[src/rtl/ppu_pkg.sv]
// ppu_pkg: register indices, palette boundary and PPUCTRL/PPUMASK bit-field layouts.
package ppu_pkg;
    localparam logic [2:0] PPUCTRL_IDX   = 3'd0;
    localparam logic [2:0] PPUMASK_IDX   = 3'd1;
    localparam logic [2:0] PPUSTATUS_IDX = 3'd2;
    localparam logic [2:0] OAMADDR_IDX   = 3'd3;
    localparam logic [2:0] OAMDATA_IDX   = 3'd4;
    localparam logic [2:0] PPUSCROLL_IDX = 3'd5;
    localparam logic [2:0] PPUADDR_IDX   = 3'd6;
    localparam logic [2:0] PPUDATA_IDX   = 3'd7;
    localparam logic [13:0] PALETTE_BASE = 14'h3F00;
    typedef struct packed {
        logic       nmi_en;
        logic       slave;
        logic       spr_size;
        logic       bg_pt;
        logic       spr_pt;
        logic       inc32;
        logic [1:0] nametable;
    } ppu_ctrl_t;
    typedef struct packed {
        logic emph_b;
        logic emph_g;
        logic emph_r;
        logic show_spr;
        logic show_bg;
        logic show_spr_left;
        logic show_bg_left;
        logic greyscale;
    } ppu_mask_t;
endpackage

[src/rtl/ppu_reg_file_loopy.sv]
// ppu_loopy_regs: loopy t/v/x/w scroll state, $2000/$2005/$2006 updates and the PPUDATA v increment.
module ppu_loopy_regs
    import ppu_pkg::*;
(
    input  logic        clk,
    input  logic        rst,
    input  logic        wr,
    input  logic        status_rd,
    input  logic        inc,
    input  logic        inc32,
    input  logic [2:0]  idx,
    input  logic [7:0]  d,
    output logic [14:0] t,
    output logic [14:0] v,
    output logic [2:0]  x,
    output logic        w
);
    always_ff @(posedge clk or posedge rst)
        if (rst) begin
            t <= '0;
            v <= '0;
            x <= '0;
            w <= 1'b0;
        end else begin
            if (status_rd) w <= 1'b0;
            if (inc) v <= v + (inc32 ? 15'd32 : 15'd1);
            if (wr)
                case (idx)
                    PPUCTRL_IDX: t[11:10] <= d[1:0];
                    PPUSCROLL_IDX: begin
                        if (!w) begin
                            x      <= d[2:0];
                            t[4:0] <= d[7:3];
                        end else begin
                            t[14:12] <= d[2:0];
                            t[9:5]   <= d[7:3];
                        end
                        w <= !w;
                    end
                    PPUADDR_IDX: begin
                        if (!w) t[14:8] <= {1'b0, d[5:0]};
                        else begin
                            t[7:0] <= d;
                            v      <= {t[14:8], d};
                        end
                        w <= !w;
                    end
                    default: ;
                endcase
        end
endmodule

[src/rtl/ppu_reg_file.sv]
// ppu_reg_file: PPU responder for the CPU $2000-$3FFF window (decode, flags, read buffer, OAM, DMA).
// Define PPU_OPEN_BUS_EN to add the io_latch that feeds write-only and unused PPUSTATUS read bits.
module ppu_reg_file #(
    parameter int          VRAM_ADDR_W  = 14,
    parameter logic [13:0] PALETTE_BASE = ppu_pkg::PALETTE_BASE
) (
    input  logic                   clk,
    input  logic                   reset,
    input  logic                   cs_n,
    input  logic [2:0]             reg_addr,
    input  logic                   WE,
    input  logic [7:0]             data_in,
    output logic [7:0]             data_out,
    input  logic                   oam_dma,
    input  logic [7:0]             dma_index,
    input  logic [7:0]             dma_data,
    output logic [7:0]             ppuctrl,
    output logic [7:0]             ppumask,
    output logic [VRAM_ADDR_W-1:0] vram_addr,
    output logic                   vram_we,
    output logic [7:0]             vram_wdata,
    input  logic [7:0]             vram_rdata,
    output logic [7:0]             oam_addr,
    output logic                   oam_we,
    output logic [7:0]             oam_wdata,
    input  logic [7:0]             oam_rdata,
    input  logic                   vblank_set,
    input  logic                   vblank_clr,
    input  logic                   sprite0_hit,
    input  logic                   sprite_ovf,
    output logic [2:0]             fine_x,
    output logic [14:0]            loopy_t,
    output logic [14:0]            loopy_v,
    output logic                   nmi
);
    import ppu_pkg::*;
    ppu_ctrl_t  ctrl;
    ppu_mask_t  mask;
    logic [7:0] oam_ptr, rd_buf, prev_idx, open_bus;
    logic [2:0] prev_addr;
    logic       prev_cs_n, prev_we, prev_dma, vblank_flag, w;
    logic       start, wr, rd, status_rd, dma_wr;
    // An access starts once; holding cs_n with the same index and direction is inert.
    assign start     = !reset && !cs_n && (prev_cs_n || prev_addr != reg_addr || prev_we != WE);
    assign wr        = start && WE;
    assign rd        = start && !WE;
    assign status_rd = rd && reg_addr == PPUSTATUS_IDX;
    assign dma_wr    = !reset && oam_dma && (!prev_dma || dma_index != prev_idx);
    assign vram_we    = wr && reg_addr == PPUDATA_IDX;
    assign vram_wdata = data_in;
    assign vram_addr  = loopy_v[VRAM_ADDR_W-1:0];
    assign oam_we     = dma_wr || (wr && reg_addr == OAMDATA_IDX && !oam_dma);
    assign oam_wdata  = oam_dma ? dma_data : data_in;
    assign oam_addr   = oam_dma ? oam_ptr + dma_index : oam_ptr;
    assign ppuctrl    = ctrl;
    assign ppumask    = mask;
    assign nmi        = ctrl.nmi_en && vblank_flag;
`ifdef PPU_OPEN_BUS_EN
    logic [7:0] io_latch;
    always_ff @(posedge clk or posedge reset)
        if (reset) io_latch <= '0;
        else io_latch <= wr ? data_in : rd ? data_out : io_latch;
    assign open_bus = io_latch;
`else
    assign open_bus = 8'h00;
`endif
    assign data_out = (cs_n || WE) ? 8'h00 :
                      reg_addr == PPUSTATUS_IDX ? {vblank_flag, sprite0_hit, sprite_ovf, open_bus[4:0]} :
                      reg_addr == OAMDATA_IDX ? oam_rdata :
                      reg_addr == PPUDATA_IDX ? (loopy_v[13:0] >= PALETTE_BASE ? vram_rdata : rd_buf) :
                      open_bus;
    always_ff @(posedge clk or posedge reset)
        if (reset) begin
            prev_cs_n   <= 1'b1;
            prev_addr   <= '0;
            prev_we     <= 1'b0;
            prev_dma    <= 1'b0;
            prev_idx    <= '0;
            ctrl        <= '0;
            mask        <= '0;
            oam_ptr     <= '0;
            rd_buf      <= '0;
            vblank_flag <= 1'b0;
        end else begin
            prev_cs_n <= cs_n;
            prev_addr <= reg_addr;
            prev_we   <= WE;
            prev_dma  <= oam_dma;
            prev_idx  <= dma_index;
            if (wr && reg_addr == PPUCTRL_IDX) ctrl <= ppu_ctrl_t'(data_in);
            if (wr && reg_addr == PPUMASK_IDX) mask <= ppu_mask_t'(data_in);
            if (wr && reg_addr == OAMADDR_IDX) oam_ptr <= data_in;
            else if (wr && reg_addr == OAMDATA_IDX && !oam_dma) oam_ptr <= oam_ptr + 8'd1;
            if (rd && reg_addr == PPUDATA_IDX) rd_buf <= vram_rdata;
            vblank_flag <= vblank_clr ? 1'b0 : vblank_set ? 1'b1 : status_rd ? 1'b0 : vblank_flag;
        end
    ppu_loopy_regs u_loopy (
        .clk       (clk),
        .rst       (reset),
        .wr        (wr),
        .status_rd (status_rd),
        .inc       (start && reg_addr == PPUDATA_IDX),
        .inc32     (ctrl.inc32),
        .idx       (reg_addr),
        .d         (data_in),
        .t         (loopy_t),
        .v         (loopy_v),
        .x         (fine_x),
        .w         (w)
    );
endmodule

[config.mk]
export PLATFORM = sky130hd
export DESIGN_NAME = ppu_reg_file
export DESIGN_NICKNAME = d
export VERILOG_FILES = /design/src/rtl/ppu_pkg.sv /design/src/rtl/ppu_reg_file_loopy.sv /design/src/rtl/ppu_reg_file.sv
export SDC_FILE = /design/constraint.sdc
export NUM_CORES = 1
export LEC_CHECK = 0
export ABC_AREA = 1
export CORE_MARGIN = 1.5
export CORE_UTILIZATION = 49
export DETAILED_ROUTE_END_ITERATION = 7
export MAX_ROUTING_LAYER = met4
export PLACE_DENSITY_LB_ADDON = 0.15
export SLEW_MARGIN = 20
export SYNTH_ARGS = -nofsm -noshare
export SYNTH_HDL_FRONTEND = slang
export SYNTH_SLANG_ARGS = --single-unit
[constraint.sdc]
create_clock -name clk -period 2.85 [get_ports clk]
set_input_delay 0.285 -clock clk [delete_from_list [all_inputs] [get_ports clk]]
set_output_delay 0.285 -clock clk [all_outputs]
set_load 0.005 [all_outputs]
# Yosys cells after proc, flatten, opt, wreduce, memory -nomap -nowiden

Cells that the tools add are included.

Output and inout port bits: 98
Input port bits: 52
Register bits after elaboration: 81
Logic and storage cells: 115

Reduce and logical (&&, ||, !) cells: 38
Magnitude comparators: 1
Equal/unequal tests: 14
Mux-type cells: 28
Add/sub/neg operators: 3
Bitwise gates (word level): 1

Operators with widths:

| cell                   | number |
|---|---|
| $mux W8                | 10 |
| $mux W15               | 4 |
| $pmux W10 S2           | 1 |
| $logic_and A1 B1 Y1    | 16 |
| $add A15 B15 Y15       | 1 |
| $ge A14 B14 Y1 const B | 1 |
| $eq A3 B3 Y1 const B   | 4 |
| $reduce_and A4 Y1      | 3 |
| $mux W5                | 2 |
| $add A8 B1 Y8 const B  | 1 |
| $add A8 B8 Y8          | 1 |
| $ne A8 B8 Y1           | 1 |
| $mux W7                | 1 |
| $eq A3 B2 Y1 const B   | 2 |
| $logic_not A1 Y1       | 6 |
| $mux W1                | 6 |
| $mux W6                | 1 |
| $pmux W3 S2            | 1 |
| $reduce_and A3 Y1      | 2 |
| $reduce_bool A2 Y1     | 3 |
| $logic_or A1 B1 Y1     | 5 |
| $ne A2 B1 Y1 const B   | 2 |
| $ne A2 B2 Y1 const B   | 2 |
| $pmux W2 S2            | 1 |
| other kinds (8)        | 8 |

# Longest topological paths before layout

Depth after elaboration: 9
Gate-level depth with buffers: 13
Mapped depth without buffers: 13

# Hierarchy

A second synthesis with hierarchy kept.

Cells, all modules: 671
Area, all modules: 5138.7 sq um

Modules (own cells, without submodules):

| module         | area an instance (sq um) | times used | seq. area each (sq um) | cells an instance |
|---|---|---|---|---|
| ppu_reg_file   | 3165.5                   | 1          | 1177.4                 | 423 |
| ppu_loopy_regs | 1973.1                   | 1          | 850.8                  | 248 |

# Worst setup path after synthesis

No wires, ideal clock.

Kind: reg2out
Start: reg oam_ptr[0]
End: out oam_addr[6]
Cell stages (with the launch flop): 9
Data arrival time: 1.444 ns
Data required time: 2.565 ns
Setup slack: 1.121 ns
Cells stage by stage: dfrtp_1 -> ha_1 -> inv_1 -> fa_1 -> inv_1 -> nand4_1 -> nand3_1 -> nand2_1 -> a31oi_1

Cells in the longest elaborated chain, start to end: 2

Ends and longest elaborated chain:

| element                  | RTL line           | RTL |
|---|---|---|
| start: declaration       | ppu_reg_file.sv:39 | `logic [7:0] oam_ptr, rd_buf, prev_idx, open_bus;` |
| start signal: assignment | ppu_reg_file.sv:92 | `if (wr && reg_addr == OAMADDR_IDX) oam_ptr <= data_in;` |
| start signal: assignment | ppu_reg_file.sv:93 | `else if (wr && reg_addr == OAMDATA_IDX && !oam_dma) oam_ptr <= oam_ptr + 8'd1;` |
| $add A8 B8 Y8            | ppu_reg_file.sv:54 | `assign oam_addr = oam_dma ? oam_ptr + dma_index : oam_ptr;` |
| $mux W8                  | ppu_reg_file.sv:54 |  |
| end: declaration         | ppu_reg_file.sv:23 | `output logic [7:0] oam_addr,` |

No other way between the ends.

# Worst setup path in the final report

Start: reg oam_ptr[2]
End: out oam_addr[5]

Same word-level chain as after synthesis.

==> impl_results.md <==
- Post-CTS setup buffer count: 0
- Status: finished, final reports clean
- Number of max-cap violations: 0
- Yosys warnings: 0
- Cells after synthesis: 706
- Cell Area, Placed: 0.00669 mm^2
- I/O pin cnt: 150
- Ant diodes: 0
- Fillers: 929
- Register area: 0.00203 mm^2
- Vias in the first global route: roughly 4700
- Number of synthesized register bits: 81
- Final hold vios: 0
- Synth Net Count: 770
- Final Instance Area: 0.00690 mm^2
- First-pass GRT wire length: 23000 um
- Die height: 107 um
- Synth cell types: 40
- Buffers from clock root to sink, at most: 2
- Min Tclk post-route: 2.79 ns
- Clk_skew: 0.0175 ns
- Actual slew at the worst max-slew pin: roughly 0.65 ns
- Area grow syn2layout: 31.3%
- CP Class: flip-flop to primary output
- DRT Wirelength: 14200 um
- Tot GR Track Use: 0.264
- Peak fanout along the critical path: 6
- Synth top area share: 0.381
- Most frequent cell after synthesis: nand2_1
- Routed wl met3: between 800 and 900 um
- Worst ir drop on vdd: 313 uV
- Post-route antenna net violation count: 0
- Ranking of synthesized cells by area: dfrtp_1, nand2_1, nand3_1, inv_1, o21ai_0
- Max layer used: met4
- WP data required: 2.57 ns
- Async S/R FF share, synth: 1.00
- Place WS: 0.0993 ns
- Top cell type by total area after synthesis: dfrtp_1
- Final setup margin: 0.0642 ns
- Detailed Route Iter0 Violations: ~300
- Post-CTS resize count: 0
- Largest net degree at the start of global routing: 47
- M1 WL: 6370 um
- Clk slew on worst S/H paths: 0.10 ns
- Gp weighted congestion: around 0.86
- CTS tree: yes
- Final cycle utilization of the critical path: 0.977
- Initial antenna violation count: 0
- Vias: 5080
- Fmax: 0.359 GHz
- Routed wl met2: 6850 um
- Hold_ws: 0.380 ns
- Setup TNS Final: 0 ns
- Hold WC Path Type: primary input to async pin
- Max-slew headroom: 0.567
- GRT overflow: 0
- Seq/Total Area, Yosys: 0.386
- Worst skew pair latency: 0.37 ns
- Share of post-route cells with drive strength above 1: 0.0930
- Post-synth EDFFs: 0
- Area occupied by multi-input gates: 0.00261 mm^2
- Starting density of the core: 0.507
- Worst setup SP type: flip-flop
- Htree depth: 3
- Setup Viol. Count Final: 0
- Power Density: 604 mW/mm^2
- Pre-antenna DRT Iters: 5
- Max-slew violation count: 0
- CTS Buf Count: 9
- CP Capture Type: primary output
- DRC Markers: 0
- PortBufs: about 150
- Number of nets in the layout: 898
- Clk root buf: clkbuf_8
- Leak Pwr: 3.31 nW
- Post-Syn Area: 0.00526 mm^2
- Hpwl dp: 10900 um
- Via density: approximately 5.2
- # hold bufs at CTS: 0
- Synth Flop Type: dfrtp_1
- Area of the core: 0.0104 mm^2
- CP arrival: 2.50 ns
- Synth top cells by count: nand2_1, dfrtp_1, inv_1
- CTS Sinks: 81
- WL per Instance: 14.6 um
- DIE WIDTH: 107 um
- Unrepaired setup endpoints after global routing: false
- Row count: 37
- Syn_area_per_cell: 7.44 um^2
- Die area: 0.0114 mm^2
[per-layer routing]
metal	track usage	vias to the layer above
li1	-	2509
met5	-	-
met2	0.435	174
met3	0.0368	15
met4	0.0743	0
met1	0.342	2382
[registers in the layout, summed over array words and instances, names as in the netlist, 3 cells and up]
signal / count
prev_addr: 3
ppumask: 8
rd_buf: 8
prev_idx: 8
ppuctrl: 8
u_loopy.t: 15
oam_ptr: 8
u_loopy.v: 15
u_loopy.x: 3
[layout make-up]
cell class                      count  area share
Multi-Input combinational cell    503       0.378
Sequential cell                    81       0.294
Timing Repair Buffer              162       0.232
Inverter                           77      0.0430
Tap cell                          136      0.0247
Clock buffer                       10      0.0185
Clock inverter                      6     0.00979
[placed cells by master, fill, tap and decap left out, drive strengths merged, types with 3 or more instances in the layout]
master,Yosys,final
a31oi,6,6
clkdlybuf4s50,0,149
or2,4,4
nand3,74,74
buf,39,13
clkbuf,6,10
nand2,240,240
inv,77,76
xnor2,7,7
clkinvlp,0,3
dfrtp,80,80
nor2,43,43
clkinv,0,3
o21ai,62,62
ha,11,11
xor2,12,12
o211ai,10,10
a21oi,10,10
nand4,14,14
[per-stage QoR]
step / std cells / total power [mW] / utilization
finish: 975 / 4.17 / 0.665
global route: 975 / 4.45 / 0.665
CTS: 975 / 4.18 / 0.664
detailed placement: 959 / 3.33 / 0.645
global placement: 959 / 3.28 / 0.645
floorplan: 706 / 2.52 / -
[power by group]
group          leakage, nW  total (mW)  internal (mW)  switching, mW
Combinational         2.19        1.63          0.913          0.717
Clock               0.0929       0.854          0.408          0.446
Sequential            1.02        1.68           1.39          0.292
[worst max-delay path, stage by stage (launching register included)]
cell,delay [ns]
dfrtp_1,0.48
ha_1,0.39
nand3_1,0.12
nand3_1,0.13
a21oi_1,0.19
xor2_1,0.08
o21ai_0,0.20
clkdlybuf4s50_1,0.54
[logic make-up after synthesis]
family,count (synthesis),synth area share
xor gates and xnor gates,19,0.0317
AOI/OAI and AO/OA,93,0.110
and+or+nand+nor,379,0.323
adders and majority gates,12,0.0300
buffers and inverters,122,0.119
DFF,81,0.386
[final timing paths]
| kind | from | endpoint | slack, ns | cells past startpoint |
|---|---|---|---|---|
| setup / recovery | oam_ptr[2] | oam_addr[5] | 0.06 | 7 |
| hold / removal | reset | prev_idx[2] | 0.38 | 2 |
| setup reg to reg | ppuctrl[2] | u_loopy.v[8] | 0.81 | 12 |
| hold reg to reg | u_loopy.t[3] | u_loopy.t[3] | 0.48 | 2 |
| max in group asynchronous | reset | prev_cs_n | 1.79 | 3 |
| min in group clk | cs_n | prev_cs_n | 0.38 | 1 |
(Power assumes the default switching activity.)
